--- config.mk ---
export PLATFORM = sky130hd
export DESIGN_NAME = multicycle_control
export DESIGN_NICKNAME = d
export VERILOG_FILES = /design/src/rtl/mc_ctrl_pkg.sv /design/src/rtl/mc_ctrl_decode.sv /design/src/rtl/multicycle_control.sv
export SDC_FILE = /design/constraint.sdc
export NUM_CORES = 1
export LEC_CHECK = 0
export BUFFER_PORTS_ARGS = -buffer_cell sky130_fd_sc_hd__buf_2
export CAP_MARGIN = 10
export CORE_MARGIN = 4
export CORE_UTILIZATION = 46
export CTS_BUF_LIST = sky130_fd_sc_hd__clkbuf_8
export DETAILED_ROUTE_END_ITERATION = 8
export GPL_TIMING_DRIVEN = 1
export PLACE_DENSITY = 0.87
export SETUP_SLACK_MARGIN = 0.3
export SLEW_MARGIN = 10
export SYNTH_ARGS = -nofsm -noshare
export SYNTH_HDL_FRONTEND = slang
export SYNTH_SLANG_ARGS = --single-unit
--- constraint.sdc ---
create_clock -name clk -period 2.1 [get_ports clk]
set_clock_uncertainty 0.2 [all_clocks]
set_input_delay 0.42 -clock clk [delete_from_list [all_inputs] [get_ports clk]]
set_output_delay 0.42 -clock clk [all_outputs]
set_load 0.01 [all_outputs]
--- src/rtl/mc_ctrl_pkg.sv ---
// mc_ctrl_pkg: shared state encoding, opcodes, datapath select codes and control bundle for the multi-cycle MIPS controller
package mc_ctrl_pkg;

   localparam logic [3:0] S_FETCH  = 4'd0;
   localparam logic [3:0] S_DECODE = 4'd1;
   localparam logic [3:0] S_MEMADR = 4'd2;
   localparam logic [3:0] S_MEMRD  = 4'd3;
   localparam logic [3:0] S_MEMWB  = 4'd4;
   localparam logic [3:0] S_MEMWR  = 4'd5;
   localparam logic [3:0] S_EXEC   = 4'd6;
   localparam logic [3:0] S_ALUWB  = 4'd7;
   localparam logic [3:0] S_BRANCH = 4'd8;
   localparam logic [3:0] S_JUMP   = 4'd9;
   localparam logic [3:0] S_ADDIEX = 4'd10;
   localparam logic [3:0] S_ADDIWB = 4'd11;
   localparam logic [3:0] S_ERROR  = 4'd12;

   localparam logic [5:0] OP_RTYPE = 6'b000000;
   localparam logic [5:0] OP_LW    = 6'b100011;
   localparam logic [5:0] OP_SW    = 6'b101011;
   localparam logic [5:0] OP_BEQ   = 6'b000100;
   localparam logic [5:0] OP_J     = 6'b000010;
   localparam logic [5:0] OP_ADDI  = 6'b001000;

   localparam logic [1:0] ALU_ADD   = 2'b00;
   localparam logic [1:0] ALU_SUB   = 2'b01;
   localparam logic [1:0] ALU_FUNCT = 2'b10;

   localparam logic [1:0] SRCB_B   = 2'b00;
   localparam logic [1:0] SRCB_4   = 2'b01;
   localparam logic [1:0] SRCB_IMM = 2'b10;
   localparam logic [1:0] SRCB_BR  = 2'b11;

   localparam logic [1:0] PCS_ALU    = 2'b00;
   localparam logic [1:0] PCS_ALUOUT = 2'b01;
   localparam logic [1:0] PCS_JUMP   = 2'b10;

   typedef struct packed {
      logic       pc_write;
      logic       pc_write_cond;
      logic       iord;
      logic       mem_read;
      logic       mem_write;
      logic       ir_write;
      logic       mem_to_reg;
      logic       reg_dst;
      logic       reg_write;
      logic       alu_src_a;
      logic [1:0] alu_src_b;
      logic [1:0] alu_op;
      logic [1:0] pc_source;
      logic       instr_done;
      logic       illegal_op;
   } ctrl_t;

   // first execution state reached from DECODE for a given opcode
   function automatic logic [3:0] decode_target(input logic [5:0] op);
      case (op)
         OP_RTYPE:     return S_EXEC;
         OP_LW, OP_SW: return S_MEMADR;
         OP_BEQ:       return S_BRANCH;
         OP_J:         return S_JUMP;
         OP_ADDI:      return S_ADDIEX;
         default:      return S_ERROR;
      endcase
   endfunction

endpackage

--- src/rtl/mc_ctrl_decode.sv ---
// mc_ctrl_decode: combinational state-to-control decode; reset forces every output low
module mc_ctrl_decode
   import mc_ctrl_pkg::*;
(
   input  logic       rst,
   input  logic [3:0] state,
   input  logic       mem_ready,
   output ctrl_t      ctrl
);

   ctrl_t c;

   // per-state strobes and selects; FETCH only commits IR/PC once memory has delivered
   always_comb begin
      c = '0;
      case (state)
         S_FETCH: begin
            c.mem_read  = 1'b1;
            c.alu_src_b = SRCB_4;
            c.alu_op    = ALU_ADD;
            c.pc_source = PCS_ALU;
            c.ir_write  = mem_ready;
            c.pc_write  = mem_ready;
         end
         S_DECODE: begin
            c.alu_src_b = SRCB_BR;
            c.alu_op    = ALU_ADD;
         end
         S_MEMADR: begin
            c.alu_src_a = 1'b1;
            c.alu_src_b = SRCB_IMM;
            c.alu_op    = ALU_ADD;
         end
         S_MEMRD: begin
            c.mem_read = 1'b1;
            c.iord     = 1'b1;
         end
         S_MEMWB: begin
            c.reg_write  = 1'b1;
            c.mem_to_reg = 1'b1;
            c.instr_done = 1'b1;
         end
         S_MEMWR: begin
            c.mem_write  = 1'b1;
            c.iord       = 1'b1;
            c.instr_done = mem_ready;
         end
         S_EXEC: begin
            c.alu_src_a = 1'b1;
            c.alu_src_b = SRCB_B;
            c.alu_op    = ALU_FUNCT;
         end
         S_ALUWB: begin
            c.reg_write  = 1'b1;
            c.reg_dst    = 1'b1;
            c.instr_done = 1'b1;
         end
         S_BRANCH: begin
            c.alu_src_a     = 1'b1;
            c.alu_src_b     = SRCB_B;
            c.alu_op        = ALU_SUB;
            c.pc_write_cond = 1'b1;
            c.pc_source     = PCS_ALUOUT;
            c.instr_done    = 1'b1;
         end
         S_JUMP: begin
            c.pc_write   = 1'b1;
            c.pc_source  = PCS_JUMP;
            c.instr_done = 1'b1;
         end
         S_ADDIEX: begin
            c.alu_src_a = 1'b1;
            c.alu_src_b = SRCB_IMM;
            c.alu_op    = ALU_ADD;
         end
         S_ADDIWB: begin
            c.reg_write  = 1'b1;
            c.instr_done = 1'b1;
         end
         S_ERROR: c.illegal_op = 1'b1;
         default: c = '0;
      endcase
      ctrl = rst ? '0 : c;
   end

endmodule

--- src/rtl/multicycle_control.sv ---
// multicycle_control: multi-cycle MIPS control FSM sequencing the shared ALU, memory port, IR, PC and register file
module multicycle_control
   import mc_ctrl_pkg::*;
#(
   parameter bit ILLEGAL_HALT = 1'b1
)(
   input  logic       clk,
   input  logic       rst,
   input  logic [5:0] opcode,
   input  logic       mem_ready,
   output logic       PCWrite,
   output logic       PCWriteCond,
   output logic       IorD,
   output logic       MemRead,
   output logic       MemWrite,
   output logic       IRWrite,
   output logic       MemtoReg,
   output logic       RegDst,
   output logic       RegWrite,
   output logic       ALUSrcA,
   output logic [1:0] ALUSrcB,
   output logic [1:0] ALUop,
   output logic [1:0] PCSource,
   output logic       instr_done,
   output logic       illegal_op,
   output logic [3:0] state
);

   logic [3:0] next_state;
   logic       is_sw;
   ctrl_t      ctrl;

   // next state; writeback states and unused encodings fall back to FETCH
   always_comb begin
      next_state = S_FETCH;
      case (state)
         S_FETCH:  next_state = mem_ready ? S_DECODE : S_FETCH;
         S_DECODE: next_state = decode_target(opcode);
         S_MEMADR: next_state = is_sw ? S_MEMWR : S_MEMRD;
         S_MEMRD:  next_state = mem_ready ? S_MEMWB : S_MEMRD;
         S_MEMWR:  next_state = mem_ready ? S_FETCH : S_MEMWR;
         S_EXEC:   next_state = S_ALUWB;
         S_ADDIEX: next_state = S_ADDIWB;
         S_ERROR:  next_state = ILLEGAL_HALT ? S_ERROR : S_FETCH;
         default:  next_state = S_FETCH;
      endcase
   end

   // state register plus the lw/sw flag captured while the opcode is valid in DECODE
   always_ff @(posedge clk) begin
      if (rst) begin
         state <= S_FETCH;
         is_sw <= 1'b0;
      end else begin
         state <= next_state;
         if (state == S_DECODE) is_sw <= (opcode == OP_SW);
      end
   end

   mc_ctrl_decode u_decode (
      .rst       (rst),
      .state     (state),
      .mem_ready (mem_ready),
      .ctrl      (ctrl)
   );

   assign PCWrite     = ctrl.pc_write;
   assign PCWriteCond = ctrl.pc_write_cond;
   assign IorD        = ctrl.iord;
   assign MemRead     = ctrl.mem_read;
   assign MemWrite    = ctrl.mem_write;
   assign IRWrite     = ctrl.ir_write;
   assign MemtoReg    = ctrl.mem_to_reg;
   assign RegDst      = ctrl.reg_dst;
   assign RegWrite    = ctrl.reg_write;
   assign ALUSrcA     = ctrl.alu_src_a;
   assign ALUSrcB     = ctrl.alu_src_b;
   assign ALUop       = ctrl.alu_op;
   assign PCSource    = ctrl.pc_source;
   assign instr_done  = ctrl.instr_done;
   assign illegal_op  = ctrl.illegal_op;

endmodule

==> summary.txt <==
Status
  • Status: completed

Setup path
  • Worst Path Class, Setup: flop to flop
  • CP startpoint kind: flop
  • Worst path required time: 2.05 ns
  • Critical Path AT: 1.92 ns
  • Worst Reg-to-Reg Cells: 6
  • CP max FO: 5
  • Crit end category: flop

Yosys
  • Largest family of logic cells by synthesized area: simple AND/OR/NAND/NOR gates
  • Sequential share of the synthesized area: 16.4%
  • Synth Cell Area: 612 um2
  • Synth Instances: 92
  • Post-synth net total: 101
  • Top post-synthesis cells by area: dfxtp_1, a21oi_1, nand2_1, nor2_1, nand2b_1
  • EDFF count, synth: 0
  • Mux contribution to synthesized area: 0%
  • Top-area cell type share of the netlist area: 16.4%
  • Adder-cell share of the synthesized area: 0%
  • Main synth FF type: dfxtp_1
  • Yosys warns: 0
  • Xor and xnor area share after synthesis: 2.86%
  • Commonest cells in the netlist: nand2_1, nor2_1, a21oi_1, nand3_1
  • Cell accounting for the most synthesized area: dfxtp_1
  • Flops & latches, synth: 5
  • Post-synthesis cell type count: 33
  • Synth Area in Compound Gates: 27.0%
  • Ys async rst share: 0%
  • Syn Area/Cell: 6.65 um2
  • Synth Area in Simple Gates: 43.1%

STA
  • Max_slew headroom: 72.1%
  • Setup violators final: 0
  • Fin Hold WS: 0.328 ns
  • Max Freq: 508 MHz
  • Worst Tran Pin Value: 0.416 ns
  • TNS Setup: 0 ns
  • Max Slew Vio Count: 0
  • Minimum clock period: 1.97 ns
  • RSZ-0062 raised after global routing: yes
  • Period Utilization, post-route: 93.8%
  • Hold Fails Final Rpt: 0

Global route
  • Largest net degree at the start of global routing: 11
  • Initial antenna violation count: 0
  • First-pass GRT wire length: 3.93 mm
  • Vias in the first global route: 848
  • Grt total ovfl: 0
  • Total Routing Usage GR: 26.5%

Floorplanning
  • Starting density of the core: 52.2%
  • Die Ht: 44.5 um
  • Core area: 0.00117 mm2
  • Boundary Pins: 31
  • Full die area: 0.00198 mm2
  • Die X: 44.5 um
  • Number of core rows: 12

Finish
  • Layout area overhead: 81.4%
  • Register area: 115 um2
  • Fin util: 94.8%
  • Layout cell share with drive strength beyond 1: 62.5%
  • Nets: 146
  • Area of the multi-input gates: 586 um2
  • Antenna Cells: 0
  • Fill count: 36

Routing
  • Drt first pass iters: 8
  • Via Count: 1158
  • DRC: 0
  • Detail Route Antenna Nets: 0
  • Final WL: 4.06 mm
  • DRT iter0 DRCs: 196
  • Drt wl/cell: 27.1 um
  • Vias per inst: 7.72

Placement
  • Buffers added on ports: 30
  • Placer Congestion: 0.893
  • Post-DP HPWL: 1.48 mm

Clock network
  • Clk root buf: clkbuf_8
  • Hold buffer count at cts: 0
  • Clock Sink Count: 5
  • CTS clk-pin slew, worst paths: 0.04 ns
  • TritonCTS clock tree: done
  • Htree depth: 1
  • Clock Path Buffers: 2
  • CTS buffer count: 3
  • Clock Latency Late Sink: 0.22 ns

Power and ir drop
  • Leak: 0.506 nW
  • Worst VDD drop: 531 uV
  • Power per cell area: 828 mW/mm2

Min path
  • Hold path cells: 2
  • HP Class: input pin to flop

Job
  • Maxcap violations: 0
[stage by stage]
stage	setup slack, ns	power (mW)	cells	instance area (um2)
2_1_floorplan	0.290	0.375	92	627
3_3_place_gp	0.233	0.456	132	771
3_5_place_dp	0.218	0.464	132	771
4_1_cts	0.214	0.710	143	946
5_1_grt	0.152	0.946	150	1110
6_report	0.130	0.919	150	1110
[what timing repair did]
item	CTS	global route
pin swaps	2	12
resized for setup	22	30
endpoints found under the setup margin	13	16
buffers inserted	7	7
[flip-flops by register name, indices dropped and copies added, names as in the netlist]
| signal | cells |
|---|---|
| state | 4 |
| is_sw | 1 |
[worst paths after layout]
path | startpoint | endpoint | slack, ns
max | state[1]$_SDFF_PP0_ | is_sw$_SDFFE_PP0P_ | 0.13
max reg2reg | state[1]$_SDFF_PP0_ | is_sw$_SDFFE_PP0P_ | 0.13
min | rst | is_sw$_SDFFE_PP0P_ | 0.33
min reg2reg | is_sw$_SDFFE_PP0P_ | is_sw$_SDFFE_PP0P_ | 0.36
[power breakdown]
| part | internal (mW) | switching (mW) | total [mW] |
|---|---|---|---|
| Clock | 0.125 | 0.0479 | 0.173 |
| Sequential | 0.116 | 0.0421 | 0.158 |
| Combinational | 0.259 | 0.329 | 0.588 |
[cell usage in the layout (no fill, tap or decap), drive strengths merged]
cell type / netlist / layout
xnor2: 1 / 1
o211a: 1 / 1
o211ai: 2 / 2
nand3: 6 / 6
buf: 7 / 48
or3b: 1 / 1
dfxtp: 5 / 5
and3: 4 / 4
o31ai: 1 / 1
a211o: 1 / 1
a211oi: 2 / 2
xor2: 1 / 1
or3: 2 / 2
o21ai: 5 / 5
nand4: 2 / 2
inv: 3 / 5
clkbuf: 1 / 3
nor4b: 2 / 2
o22ai: 1 / 1
a31oi: 3 / 3
nand2b: 5 / 5
a311o: 1 / 1
nor3: 5 / 5
a21oi: 7 / 7
or2: 2 / 2
nor4: 1 / 1
nor2: 9 / 9
o221ai: 1 / 1
nand2: 9 / 9
[area by class of cell]
class	instances	area share (%)
Multi-Input combinational cell	75	52.8
Timing Repair Buffer	48	29.4
Sequential cell	5	10.4
Clock buffer	3	3.72
Inverter	4	1.80
Tap cell	14	1.58
Clock inverter	1	0.338
[layer usage]
layer / global-route usage (%) / wire length (um)
met4: 10.8 / 436
met1: 31.5 / 1230
met3: 4.07 / 627
met5: 0 / 0
met2: 46.4 / 1760
[worst max-delay path, cell delays in order (launching register included)]
cell,delay (ns)
dfxtp_4,0.36
buf_6,0.14
buf_4,0.15
nor4b_4,0.40
and3_1,0.25
nand4_1,0.20
a21oi_2,0.20
[cell families (layout without fill, tap and decap cells)]
group | Yosys count | in the layout
AO/OA/AOI/OAI | 25 | 25
XOR/XNOR | 2 | 2
buffers and inverters | 12 | 56
flip-flops | 5 | 5
AND/OR/NAND/NOR | 48 | 48
(Power assumes the default switching activity.)
